[config.mk]
export PLATFORM = sky130hd
export DESIGN_NAME = traffic_light_ctrl_flat
export DESIGN_NICKNAME = d
export VERILOG_FILES = /design/src/rtl/traffic_light_ctrl_if.sv /design/src/rtl/traffic_light_ctrl.sv /design/src/flat_wrapper.sv
export SDC_FILE = /design/constraint.sdc
export NUM_CORES = 1
export LEC_CHECK = 0
export ABC_AREA = 1
export BUFFER_PORTS_ARGS = -buffer_cell sky130_fd_sc_hd__buf_2
export CAP_MARGIN = 5
export CORE_UTILIZATION = 35
export CTS_BUF_LIST = sky130_fd_sc_hd__clkbuf_4 sky130_fd_sc_hd__clkbuf_8
export DETAILED_ROUTE_END_ITERATION = 8
export SKIP_CTS_REPAIR_TIMING = 1
export SYNTH_ARGS = -nofsm -noshare
export SYNTH_HDL_FRONTEND = slang
export SYNTH_SLANG_ARGS = --single-unit
[constraint.sdc]
create_clock -name dclk -period 3.6 [get_ports dclk]
set_input_delay 0.72 -clock dclk [delete_from_list [all_inputs] [get_ports dclk]]
set_output_delay 0.72 -clock dclk [all_outputs]
set_load 0.02 [all_outputs]
[src/rtl/traffic_light_ctrl_if.sv]
// Signal bundle between the intersection phase sequencer and its surroundings:
// animation clock, switch request, collision flag in; approach colours and status out.
interface traffic_light_ctrl_if;
   localparam int unsigned PHASE_W = 3;
   localparam int unsigned TICK_W  = 10;

   logic               animateClk;
   logic               switch_req;
   logic               game_over;
   logic               traffic0_color;
   logic               traffic1_color;
   logic               traffic2_color;
   logic               traffic3_color;
   logic [PHASE_W-1:0] phase;
   logic [TICK_W-1:0]  ticks_left;

   modport master (
      output animateClk, switch_req, game_over,
      input  traffic0_color, traffic1_color, traffic2_color, traffic3_color,
             phase, ticks_left
   );

   modport slave (
      input  animateClk, switch_req, game_over,
      output traffic0_color, traffic1_color, traffic2_color, traffic3_color,
             phase, ticks_left
   );
endinterface

[src/rtl/traffic_light_ctrl.sv]
// Intersection phase sequencer: NS green / clear / EW green / clear, timed in
// animation ticks, with early-switch shortening and a latched game-over halt.
module traffic_light_ctrl #(
   parameter int unsigned GREEN_TICKS = 240,
   parameter int unsigned CLEAR_TICKS = 60,
   parameter int unsigned MIN_GREEN   = 30
) (
   input  logic                 dclk,
   input  logic                 clr,
   traffic_light_ctrl_if.slave  bus
);

   localparam int unsigned TW = 10;
   localparam logic [TW-1:0] GREEN_LD = TW'(GREEN_TICKS);
   localparam logic [TW-1:0] CLEAR_LD = TW'(CLEAR_TICKS);
   localparam logic [TW-1:0] MIN_LD   = TW'(MIN_GREEN);
   localparam logic [TW-1:0] ONE      = TW'(1);

   typedef enum logic [2:0] {
      INIT_RED = 3'd0,
      NS_GREEN = 3'd1,
      NS_CLEAR = 3'd2,
      EW_GREEN = 3'd3,
      EW_CLEAR = 3'd4,
      HALT     = 3'd5
   } state_t;

   state_t          state;
   logic [TW-1:0]   ticks_left;
   logic            ns_go;
   logic            ew_go;
   logic            s1;
   logic            s2;
   logic            s3;
   logic            tick_c;
   logic            green_c;

   // Successor in the repeating phase cycle; HALT only leaves through clr.
   function automatic state_t next_of(input state_t s);
      case (s)
         INIT_RED: next_of = NS_GREEN;
         NS_GREEN: next_of = NS_CLEAR;
         NS_CLEAR: next_of = EW_GREEN;
         EW_GREEN: next_of = EW_CLEAR;
         EW_CLEAR: next_of = NS_GREEN;
         default:  next_of = HALT;
      endcase
   endfunction

   function automatic logic [TW-1:0] load_of(input state_t s);
      case (s)
         NS_GREEN, EW_GREEN: load_of = GREEN_LD;
         HALT:               load_of = '0;
         default:            load_of = CLEAR_LD;
      endcase
   endfunction

   // One dclk-wide pulse per rising edge of the synchronized animation clock.
   assign tick_c  = s2 & ~s3;
   assign green_c = (state == NS_GREEN) || (state == EW_GREEN);

   always_ff @(posedge dclk or posedge clr) begin
      if (clr) begin
         s1         <= 1'b0;
         s2         <= 1'b0;
         s3         <= 1'b0;
         state      <= INIT_RED;
         ticks_left <= CLEAR_LD;
         ns_go      <= 1'b0;
         ew_go      <= 1'b0;
      end else begin
         s1 <= bus.animateClk;
         s2 <= s1;
         s3 <= s2;
         if (bus.game_over) begin
            // Collision wins over any tick or phase change in the same cycle.
            state      <= HALT;
            ticks_left <= '0;
            ns_go      <= 1'b0;
            ew_go      <= 1'b0;
         end else if (tick_c && state != HALT) begin
            if (ticks_left == ONE) begin
               state      <= next_of(state);
               ticks_left <= load_of(next_of(state));
               ns_go      <= (next_of(state) == NS_GREEN);
               ew_go      <= (next_of(state) == EW_GREEN);
            end else if (green_c && bus.switch_req && ticks_left > MIN_LD) begin
               ticks_left <= MIN_LD;
            end else begin
               ticks_left <= ticks_left - ONE;
            end
         end
      end
   end

   assign bus.phase          = state;
   assign bus.ticks_left     = ticks_left;
   assign bus.traffic0_color = ns_go;
   assign bus.traffic2_color = ns_go;
   assign bus.traffic1_color = ew_go;
   assign bus.traffic3_color = ew_go;

endmodule

[src/flat_wrapper.sv]
// flat-port wrapper written by rule: the top's interface ports become plain ports
module traffic_light_ctrl_flat 
#(
   parameter int unsigned GREEN_TICKS = 240,
   parameter int unsigned CLEAR_TICKS = 60,
   parameter int unsigned MIN_GREEN   = 30
)
  (dclk, clr, bus_animateClk, bus_switch_req, bus_game_over, bus_traffic0_color, bus_traffic1_color, bus_traffic2_color, bus_traffic3_color, bus_phase, bus_ticks_left);
  traffic_light_ctrl_if bus_i ();
  input  logic dclk;
  input  logic clr;
  input wire logic [$bits(bus_i.animateClk)-1:0] bus_animateClk;
  input wire logic [$bits(bus_i.switch_req)-1:0] bus_switch_req;
  input wire logic [$bits(bus_i.game_over)-1:0] bus_game_over;
  output wire logic [$bits(bus_i.traffic0_color)-1:0] bus_traffic0_color;
  output wire logic [$bits(bus_i.traffic1_color)-1:0] bus_traffic1_color;
  output wire logic [$bits(bus_i.traffic2_color)-1:0] bus_traffic2_color;
  output wire logic [$bits(bus_i.traffic3_color)-1:0] bus_traffic3_color;
  output wire logic [$bits(bus_i.phase)-1:0] bus_phase;
  output wire logic [$bits(bus_i.ticks_left)-1:0] bus_ticks_left;
  assign bus_i.animateClk = bus_animateClk;
  assign bus_i.switch_req = bus_switch_req;
  assign bus_i.game_over = bus_game_over;
  assign bus_traffic0_color = bus_i.traffic0_color;
  assign bus_traffic1_color = bus_i.traffic1_color;
  assign bus_traffic2_color = bus_i.traffic2_color;
  assign bus_traffic3_color = bus_i.traffic3_color;
  assign bus_phase = bus_i.phase;
  assign bus_ticks_left = bus_i.ticks_left;
  traffic_light_ctrl #(.GREEN_TICKS(GREEN_TICKS), .CLEAR_TICKS(CLEAR_TICKS), .MIN_GREEN(MIN_GREEN)) u_core (.dclk(dclk), .clr(clr), .bus(bus_i));
endmodule
==> results by group, run 1 <==
Run status
  • Run status: finished, final reports clean

Clock tree
  • H-tree depth: 1
  • TritonCTS sink count: 18
  • Total CTS buffers: 3
  • Clock Tree Buf Depth: 2
  • TritonCTS clock tree: yes
  • Clock slew at reported path FFs: 0.10 ns
  • Root buffer selected by CTS: clkbuf_4
  • Clock Latency Late Sink: 0.29 ns

GRT
  • Total GRT Usage: 17.1%
  • Vias in the first global route: 1027
  • Initial antenna violation count: 0
  • Remaining Overflow, GRT: 0
  • First-pass GRT wire length: 4600 um
  • Largest net degree at the start of global routing: 19

Worst setup path
  • Crit Path Class: flip-flop to primary output
  • CP endpoint kind: primary output
  • Worst EP required: 2.88 ns
  • Crit path cell chain: buf_2
  • CP max stage delay: 0.62 ns
  • Bufs and invs on worst path: 1
  • Crit path max-delay family: flip-flops
  • Worst reg2reg path depth: 9
  • Stages on the worst setup path: 1
  • WP data arrival: 1.11 ns
  • CP Launch Type: flip-flop
  • CP max stage cell: dfstp_2
  • Maximum fanout along the worst path: 6

Drt
  • Routed wire length: 2660 um
  • Via count: 1086
  • Antenna Nets Post-Route: 0
  • Routed WL per cell: 11.4 um
  • DRC: 0
  • Drt pass-1 iters: 4
  • DR vias/cell: 4.66
  • Initial DRC count: 49

Layout
  • Fillers: 347
  • Reg area: 455 sq um
  • Layout cells sized above 1: 22.8%
  • Final net count: 198
  • Ant. Diodes: 0
  • Final Cell Area: 1340 sq um
  • Layout area overhead: 14.5%
  • Area of the multi-input gates: 602 sq um
  • Final Util: 43.2%

Place
  • Buffers on Ports: 21
  • Placed cell area: 1300 sq um
  • Hpwl dp: 2040 um
  • Placer congestion estimate: 0.857
  • Placement Setup Slack: 1.95 ns

Timing
  • Final Cycle Share: 50.7%
  • Slew Viols, Final: 0
  • Min Tclk post-route: 1.83 ns
  • Worst Slack Setup Final: 1.77 ns
  • Slew Limit Headroom: 54.3%
  • Unrepaired setup endpoints after global routing: false
  • Final hold vios: 0
  • Layout Skew: 0.00157 ns
  • Pin slew with the least headroom to its limit: 0.685 ns
  • Fmax: 0.548 GHz
  • Final setup fails: 0
  • Setup TNS: 0 ns

Worst hold path
  • WHS Path Cells: 0
  • Worst hold path class: flip-flop to flip-flop

Synth
  • Avg Inst Size Synth: 7.01 sq um
  • Synthesis Warnings: 0
  • Net count after synthesis: 175
  • Sequential area share after synthesis: 38.9%
  • Synth Instances: 167
  • Post-synthesis register bit count: 18
  • Synth cell types: 23
  • Mapped Area: 1170 sq um

Floorplanning
  • I/O pin cnt: 22
  • Initial Util: 37.7%
  • Die W: 59.8 um
  • Chip height: 59.8 um
  • Die ar.: 3580 sq um
  • Core footprint: 3100 sq um
  • FP Rows: 20

Job
  • Max_cap viols: 0

Power and ir drop
  • Leakage power: 0.769 nW
  • Power consumption: 0.798 mW
  • Worst vdd ir: 0.220 mV
  • P per Cell Area: 595 nW/um^2
-- metrics by stage --
stage                     std cells  hold slack (ns)
final                           233            0.359
after global routing            233            0.372
after CTS                       233            0.361
after detailed placement        229            0.337
after global placement          229            0.333
after floorplan                 167            0.331
-- registers in the layout (all words and copies together) (netlist names) --
signal / cells
u_core.bus.traffic1_color: 1
u_core.bus.ticks_left: 10
u_core.s3: 1
u_core.bus.phase: 3
u_core.s2: 1
u_core.s1: 1
u_core.bus.traffic0_color: 1
-- per-layer routing --
metal  part of all wire, %  GRT usage (%)  wire length (um)  vias up
met4                   1.3           5.98                35        0
met1                    49           24.2              1300      490
met5                     0              0                 0        -
met2                    47           27.3              1240       26
met3                   2.9           1.30                77        6
li1                      -              -                 -      564
-- cells by family after synthesis --
| logic type | after synthesis | share of synthesized area (%) |
|---|---|---|
| simple gates | 102 | 38.9 |
| fa+ha+maj | 3 | 3.21 |
| buf+inv | 26 | 9.62 |
| compound gates | 15 | 7.06 |
| flops | 18 | 38.9 |
| xor+xnor | 3 | 2.25 |
-- report_power, final --
part	switching [mW]	internal, mW
Sequential	0.0438	0.239
Combinational	0.257	0.133
Clock	0.0642	0.0616
-- cells in the final DEF (no fill, tap or decap) --
cell	Yosys	layout
o21ai_1	7	7
nand3_1	15	15
nor2_2	3	3
ha_1	3	3
nand2_4	1	1
nor2_1	14	14
clkbuf_8	0	1
nor2_4	2	2
xnor2_1	1	1
nand2_2	3	3
nand3_2	1	1
dfstp_2	4	4
buf_2	0	21
inv_1	20	20
inv_2	3	3
o21ai_0	5	5
nand2_1	58	58
nand4_1	3	3
nor3_1	2	2
o31ai_2	1	1
clkbuf_4	0	3
dfrtp_1	14	14
a21oi_1	2	2
xor2_1	2	2
-- final timing paths --
| check | from | end | slack [ns] |
|---|---|---|---|
| max | u_core.bus.ticks_left[4] | bus_ticks_left[4] | 1.77 |
| max in group asynchronous | clr | u_core.bus.ticks_left[8] | 2.66 |
| max reg2reg | u_core.bus.ticks_left[1] | u_core.bus.traffic1_color | 1.98 |
| min reg2reg | u_core.s1 | u_core.s2 | 0.36 |
| min in group asynchronous | clr | u_core.s1 | 0.51 |
| min | u_core.s1 | u_core.s2 | 0.36 |
-- final cells by class --
cell class / instances / area share (%)
multi-input combinational: 123 / 44.9
sequential: 18 / 34.0
timing repair buffer: 21 / 7.84
inverter: 23 / 6.44
tap: 44 / 4.11
clock buffer: 4 / 2.71
-- Yosys cell counts --
| cell | instances | area [sq um] |
|---|---|---|
| a21oi_1 | 2 | 10.0 |
| buf_4 | 2 | 15.0 |
| buf_6 | 1 | 11.3 |
| dfrtp_1 | 14 | 350 |
| dfstp_2 | 4 | 105 |
| ha_1 | 3 | 37.5 |
| inv_1 | 20 | 75.1 |
| inv_2 | 3 | 11.3 |
| nand2_1 | 58 | 218 |
| nand2_2 | 3 | 18.8 |
| nand2_4 | 1 | 11.3 |
| nand3_1 | 15 | 75.1 |
| nand3_2 | 1 | 10.0 |
| nand4_1 | 3 | 18.8 |
| nor2_1 | 14 | 52.6 |
| nor2_2 | 3 | 18.8 |
| nor2_4 | 2 | 22.5 |
| nor3_1 | 2 | 10.0 |
| o21ai_0 | 5 | 25.0 |
| o21ai_1 | 7 | 35.0 |
| o31ai_2 | 1 | 12.5 |
| xnor2_1 | 1 | 8.76 |
| xor2_1 | 2 | 17.5 |
No activity file was read; power rests on OpenSTA's default activity.
==> inputs of run 2 (changes only) <==
==> constraint.sdc (replaced) <==
create_clock -name dclk -period 1.7 [get_ports dclk]
set_input_delay 0.34 -clock dclk [delete_from_list [all_inputs] [get_ports dclk]]
set_output_delay 0.34 -clock dclk [all_outputs]
set_load 0.02 [all_outputs]
==> results by group, run 2 (same netlist as run 1, synthesis figures left out) <==
Run status
  • Run status: finished, final reports clean

Timing
  • Final Cycle Share: 89.6%
  • Pin slew with the least headroom to its limit: 0.248 ns
  • Setup TNS: 0 ns
  • Slew Viols, Final: 0
  • Final hold vios: 0
  • Final setup fails: 0
  • Unrepaired setup endpoints after global routing: false
  • Fmax: 0.657 GHz
  • Layout Skew: 0.00336 ns
  • Slew Limit Headroom: 83.4%
  • Min Tclk post-route: 1.52 ns

Worst setup path
  • WP data arrival: 1.73 ns
  • CP endpoint kind: flip-flop
  • Worst EP required: 1.90 ns
  • Crit Path Class: flip-flop to flip-flop
  • Worst reg2reg path depth: 9
  • Origin of the critical flop-to-flop path: u_core.bus.ticks_left[1]
  • Worst R2R End: u_core.bus.traffic1_color
  • Register-to-Register Setup Slack: 0.18 ns
  • CP Launch Type: flip-flop
  • Maximum fanout along the worst path: 7

Clock tree
  • Clock Latency Late Sink: 0.30 ns
  • Total CTS buffers: 3
  • H-tree depth: 1
  • Clock Tree Buf Depth: 2
  • Clock slew at reported path FFs: 0.12 ns
  • TritonCTS sink count: 18
  • TritonCTS clock tree: yes
  • Root buffer selected by CTS: clkbuf_4

Job
  • Max_cap viols: 0

GRT
  • Remaining Overflow, GRT: 0
  • Total GRT Usage: 17.1%
  • Vias in the first global route: 1089
  • Initial antenna violation count: 0
  • First-pass GRT wire length: 4660 um
  • Largest net degree at the start of global routing: 19

Layout
  • Layout cells sized above 1: 24.0%
  • Final net count: 201
  • Most frequent cells in the layout: nand2_1, buf_2, inv_1
  • Max reg flops: 10
  • Final Util: 44.1%
  • Most common cell after layout, fill and taps aside: nand2_1
  • Ant. Diodes: 0
  • Final Cell Area: 1370 sq um
  • Most flops, register: u_core.bus.ticks_left
  • Fillers: 334
  • Layout area overhead: 16.9%

Power and ir drop
  • Power consumption: 1.72 mW
  • Worst vdd ir: 0.510 mV
  • Leakage power: 0.791 nW
  • P per Cell Area: 1260 nW/um^2

Floorplanning
  • Initial Util: 37.7%
  • Die W: 59.8 um
  • I/O pin cnt: 22
  • FP Rows: 20
  • Chip height: 59.8 um
  • Core footprint: 3100 sq um
  • Die ar.: 3580 sq um

Drt
  • Via count: 1112
  • Routed WL per cell: 11.5 um
  • DR vias/cell: 4.71
  • DRC: 0
  • Drt pass-1 iters: 4
  • Initial DRC count: 49
  • Routed wire length: 2720 um
  • Antenna Nets Post-Route: 0

Place
  • Placed cell area: 1320 sq um
  • Placer congestion estimate: 0.874
  • Hpwl dp: 2030 um
  • Buffers on Ports: 21

Worst hold path
  • Worst hold path class: input port to async pin
run 2: per-layer routing:
layer | track usage, % | vias up | share of wire (%)
li1 | - | 570 | -
met1 | 23.3 | 512 | 49
met2 | 27.6 | 26 | 46
met3 | 3.03 | 4 | 4.4
met4 | 4.98 | 0 | 1.0
met5 | 0 | - | 0
run 2: where the power goes:
| group | internal [mW] | total [mW] | leakage (nW) | switching (mW) |
|---|---|---|---|---|
| Clock | 0.131 | 0.281 | 0.0210 | 0.150 |
| Combinational | 0.293 | 0.839 | 0.547 | 0.545 |
| Sequential | 0.505 | 0.601 | 0.223 | 0.0960 |
run 2: how the worst max path moves through the flow:
stage,from,end,slack [ns],cells after the start
CTS,u_core.bus.ticks_left[1],u_core.bus.traffic1_color,0.16,9
floorplan,u_core.bus.ticks_left[0],u_core.bus.ticks_left[6],0.24,10
global placement,u_core.bus.ticks_left[1],u_core.bus.traffic1_color,0.19,9
finish,u_core.bus.ticks_left[1],u_core.bus.traffic1_color,0.18,9
detailed placement,u_core.bus.ticks_left[1],u_core.bus.traffic1_color,0.19,9
global route,u_core.bus.ticks_left[1],u_core.bus.traffic1_color,0.007,9
run 2: critical path, stage by stage, from the launching register on:
cell and delay [ns]:
dfrtp_1 0.43, inv_1 0.13, ha_1 0.18, nand2_1 0.06, nor2_2 0.16, nand2_4 0.11
nand2_1 0.08, nand2_2 0.10, nand2_1 0.10, o31ai_2 0.06
run 2: cell type report:
| cell class | count | area, sq um | share of cell area, % |
|---|---|---|---|
| sequential | 18 | 455 | 33.3 |
| timing repair buffer | 24 | 128 | 9.33 |
| inverter | 23 | 86.3 | 6.31 |
| clock buffer | 4 | 36.3 | 2.65 |
| multi-input combinational | 123 | 607 | 44.4 |
| tap | 44 | 55.1 | 4.03 |
run 2: per-stage QoR:
step | hold slack [ns] | worst slack [ns] | std cells
after global placement | 0.335 | 0.192 | 231
after CTS | 0.0382 | 0.161 | 235
after detailed placement | 0.339 | 0.187 | 231
final | 0.0326 | 0.177 | 236
after floorplan | 0.276 | 0.244 | 167
after global routing | 0.0497 | 0.00723 | 236
==> inputs of run 3 (changes only) <==
--- a/config.mk
+++ b/config.mk
@@ -8,6 +8,7 @@
 export ABC_AREA = 1
 export BUFFER_PORTS_ARGS = -buffer_cell sky130_fd_sc_hd__buf_2
 export CAP_MARGIN = 5
+export CORE_ASPECT_RATIO = 0.7
 export CORE_UTILIZATION = 35
 export CTS_BUF_LIST = sky130_fd_sc_hd__clkbuf_4 sky130_fd_sc_hd__clkbuf_8
 export DETAILED_ROUTE_END_ITERATION = 8
==> constraint.sdc (replaced) <==
create_clock -name dclk -period 1.5 [get_ports dclk]
set_input_delay 0.3 -clock dclk [delete_from_list [all_inputs] [get_ports dclk]]
set_output_delay 0.3 -clock dclk [all_outputs]
set_load 0.02 [all_outputs]
==> results by group, run 3 (same netlist as run 1, synthesis figures left out) <==
Worst setup path
  • CP max stage cell: dfrtp_1
  • Origin of the critical flop-to-flop path: u_core.bus.ticks_left[1]
  • Worst reg2reg path depth: 9
  • WP data arrival: 1.56 ns
  • CP Launch Type: flip-flop
  • Worst R2R End: u_core.bus.ticks_left[7]
  • Maximum fanout along the worst path: 4
  • Worst EP required: 1.65 ns
  • Most frequent CP cell: nand2_1
  • Crit Path Class: flip-flop to flip-flop
  • Register-to-Register Setup Slack: 0.1 ns
  • Crit path cell chain: buf_4 > nor2_1 > nand2_1 > o21ai_0 > nand2_1 > nand2_2 > nand2_1 > nand2_1 > nand2_1
  • CP max stage delay: 0.38 ns
  • CP endpoint kind: flip-flop

Run status
  • Run status: finished, final reports clean

Drt
  • DR vias/cell: 4.80
  • Routed WL per cell: 12.1 um
  • Routed wire length: 2830 um
  • Antenna Nets Post-Route: 0
  • Drt pass-1 iters: 6
  • Via count: 1124
  • Initial DRC count: 80
  • DRC: 0

Job
  • Max_cap viols: 0

Layout
  • Final Cell Area: 1430 sq um
  • Layout cells sized above 1: 29.6%
  • Most frequent cells in the layout: nand2_1, buf_2, inv_1
  • Final net count: 205
  • Layout area overhead: 22.1%
  • Fillers: 316
  • Most flops, register: u_core.bus.ticks_left
  • Max reg flops: 10
  • Final Util: 45.1%
  • Most common cell after layout, fill and taps aside: nand2_1
  • Ant. Diodes: 0

Clock tree
  • Clock Tree Buf Depth: 2
  • TritonCTS sink count: 18
  • Clock slew at reported path FFs: 0.07 ns
  • Total CTS buffers: 3
  • Root buffer selected by CTS: clkbuf_8
  • TritonCTS clock tree: yes
  • H-tree depth: 1
  • Clock Latency Late Sink: 0.25 ns

Power and ir drop
  • Register share of total power: 32.3%
  • Internal power: 1.18 mW
  • Psw: 0.920 mW
  • Worst vdd ir: 0.845 mV
  • Power consumption: 2.10 mW
  • P per Cell Area: 1470 nW/um^2
  • Sw Ratio: 43.8%
  • Leakage power: 0.809 nW
  • Logic pwr share: 48.8%
  • Clock power frac: 18.9%

Floorplanning
  • FP Rows: 17
  • Die ar.: 3580 sq um
  • Die W: 71.1 um
  • Initial Util: 36.9%
  • I/O pin cnt: 22
  • Core footprint: 3170 sq um
  • Chip height: 50.4 um

GRT
  • Total GRT Usage: 17.0%
  • First-pass GRT wire length: 4680 um
  • Largest net degree at the start of global routing: 19
  • Remaining Overflow, GRT: 0
  • Initial antenna violation count: 0
  • Vias in the first global route: 1013

Timing
  • Final setup fails: 0
  • Min Tclk post-route: 1.40 ns
  • Slew Limit Headroom: 81.0%
  • Fmax: 0.712 GHz
  • Final hold vios: 0
  • Worst hold margin: 0.0508 ns
  • Setup TNS: 0 ns
  • Layout Skew: 0.00360 ns
  • Slew Viols, Final: 0
  • Final Cycle Share: 93.6%
  • Pin slew with the least headroom to its limit: 0.284 ns
  • Unrepaired setup endpoints after global routing: true

Place
  • Placer congestion estimate: 0.920
  • Hpwl dp: 2090 um
  • Buffers on Ports: 21
  • Placed cell area: 1350 sq um

Worst hold path
  • Worst hold path class: input port to async pin
[run 3: cell types whose count changed in the layout (fill, tap and decap cells not counted), moves of 2 or more]
cell,before,now
buf_4,3,5
clkbuf_8,1,4
inv_1,20,18
clkbuf_4,3,0
nand2_2,2,7
nand2_1,58,55
inv_2,3,5
[run 3: layer usage]
layer	track usage [%]	vias up	share of wire, %
li1	-	581	-
met1	24.9	513	54
met2	24.0	28	40
met3	5.42	2	5.2
met4	4.00	0	0.50
met5	0	-	0
[run 3: power groups by stage]
| stage | logic [mW] | clock network, mW | registers (mW) |
|---|---|---|---|
| after global placement | 0.959 | 0 | 0.682 |
| after floorplan | 0.643 | 0 | 0.755 |
| after detailed placement | 0.963 | 0 | 0.684 |
| after global routing | 1.15 | 0.442 | 0.697 |
| after CTS | 0.967 | 0.416 | 0.676 |
| final | 1.02 | 0.397 | 0.678 |
[run 3: layout make-up]
cell class,instances,area [sq um],share of cell area [%]
clock buffer,4,55.1,3.85
timing repair buffer,27,163,11.4
tap,38,47.5,3.33
multi-input combinational,124,621,43.4
inverter,23,86.3,6.04
sequential,18,457,32.0
[run 3: stage by stage]
step	cells	setup slack [ns]
floorplan	167	0.0442
global placement	228	0.0390
detailed placement	228	-0.0105
CTS	232	-0.0216
global route	234	-0.0321
finish	234	0.0961
[run 3: worst max-delay path by stage]
stage	start	end	slack [ns]	depth (start not counted)
after floorplan	u_core.bus.ticks_left[0]	u_core.bus.ticks_left[6]	0.04	10
after global placement	u_core.bus.ticks_left[0]	u_core.bus.ticks_left[7]	0.04	10
after detailed placement	u_core.bus.ticks_left[0]	u_core.bus.ticks_left[6]	-0.01	9
after CTS	u_core.bus.ticks_left[0]	u_core.bus.ticks_left[6]	-0.02	9
after global routing	u_core.bus.ticks_left[1]	u_core.bus.traffic1_color	-0.03	9
final	u_core.bus.ticks_left[1]	u_core.bus.ticks_left[7]	0.1	9
[run 3: worst max-delay path, delay by kind of cell, from the launching register on]
kind | cells | cell delay [ns]
flip-flops | 1 | 0.38
AND/OR/NAND/NOR | 7 | 0.57
buffers and inverters | 1 | 0.14
AO/OA/AOI/OAI | 1 | 0.20
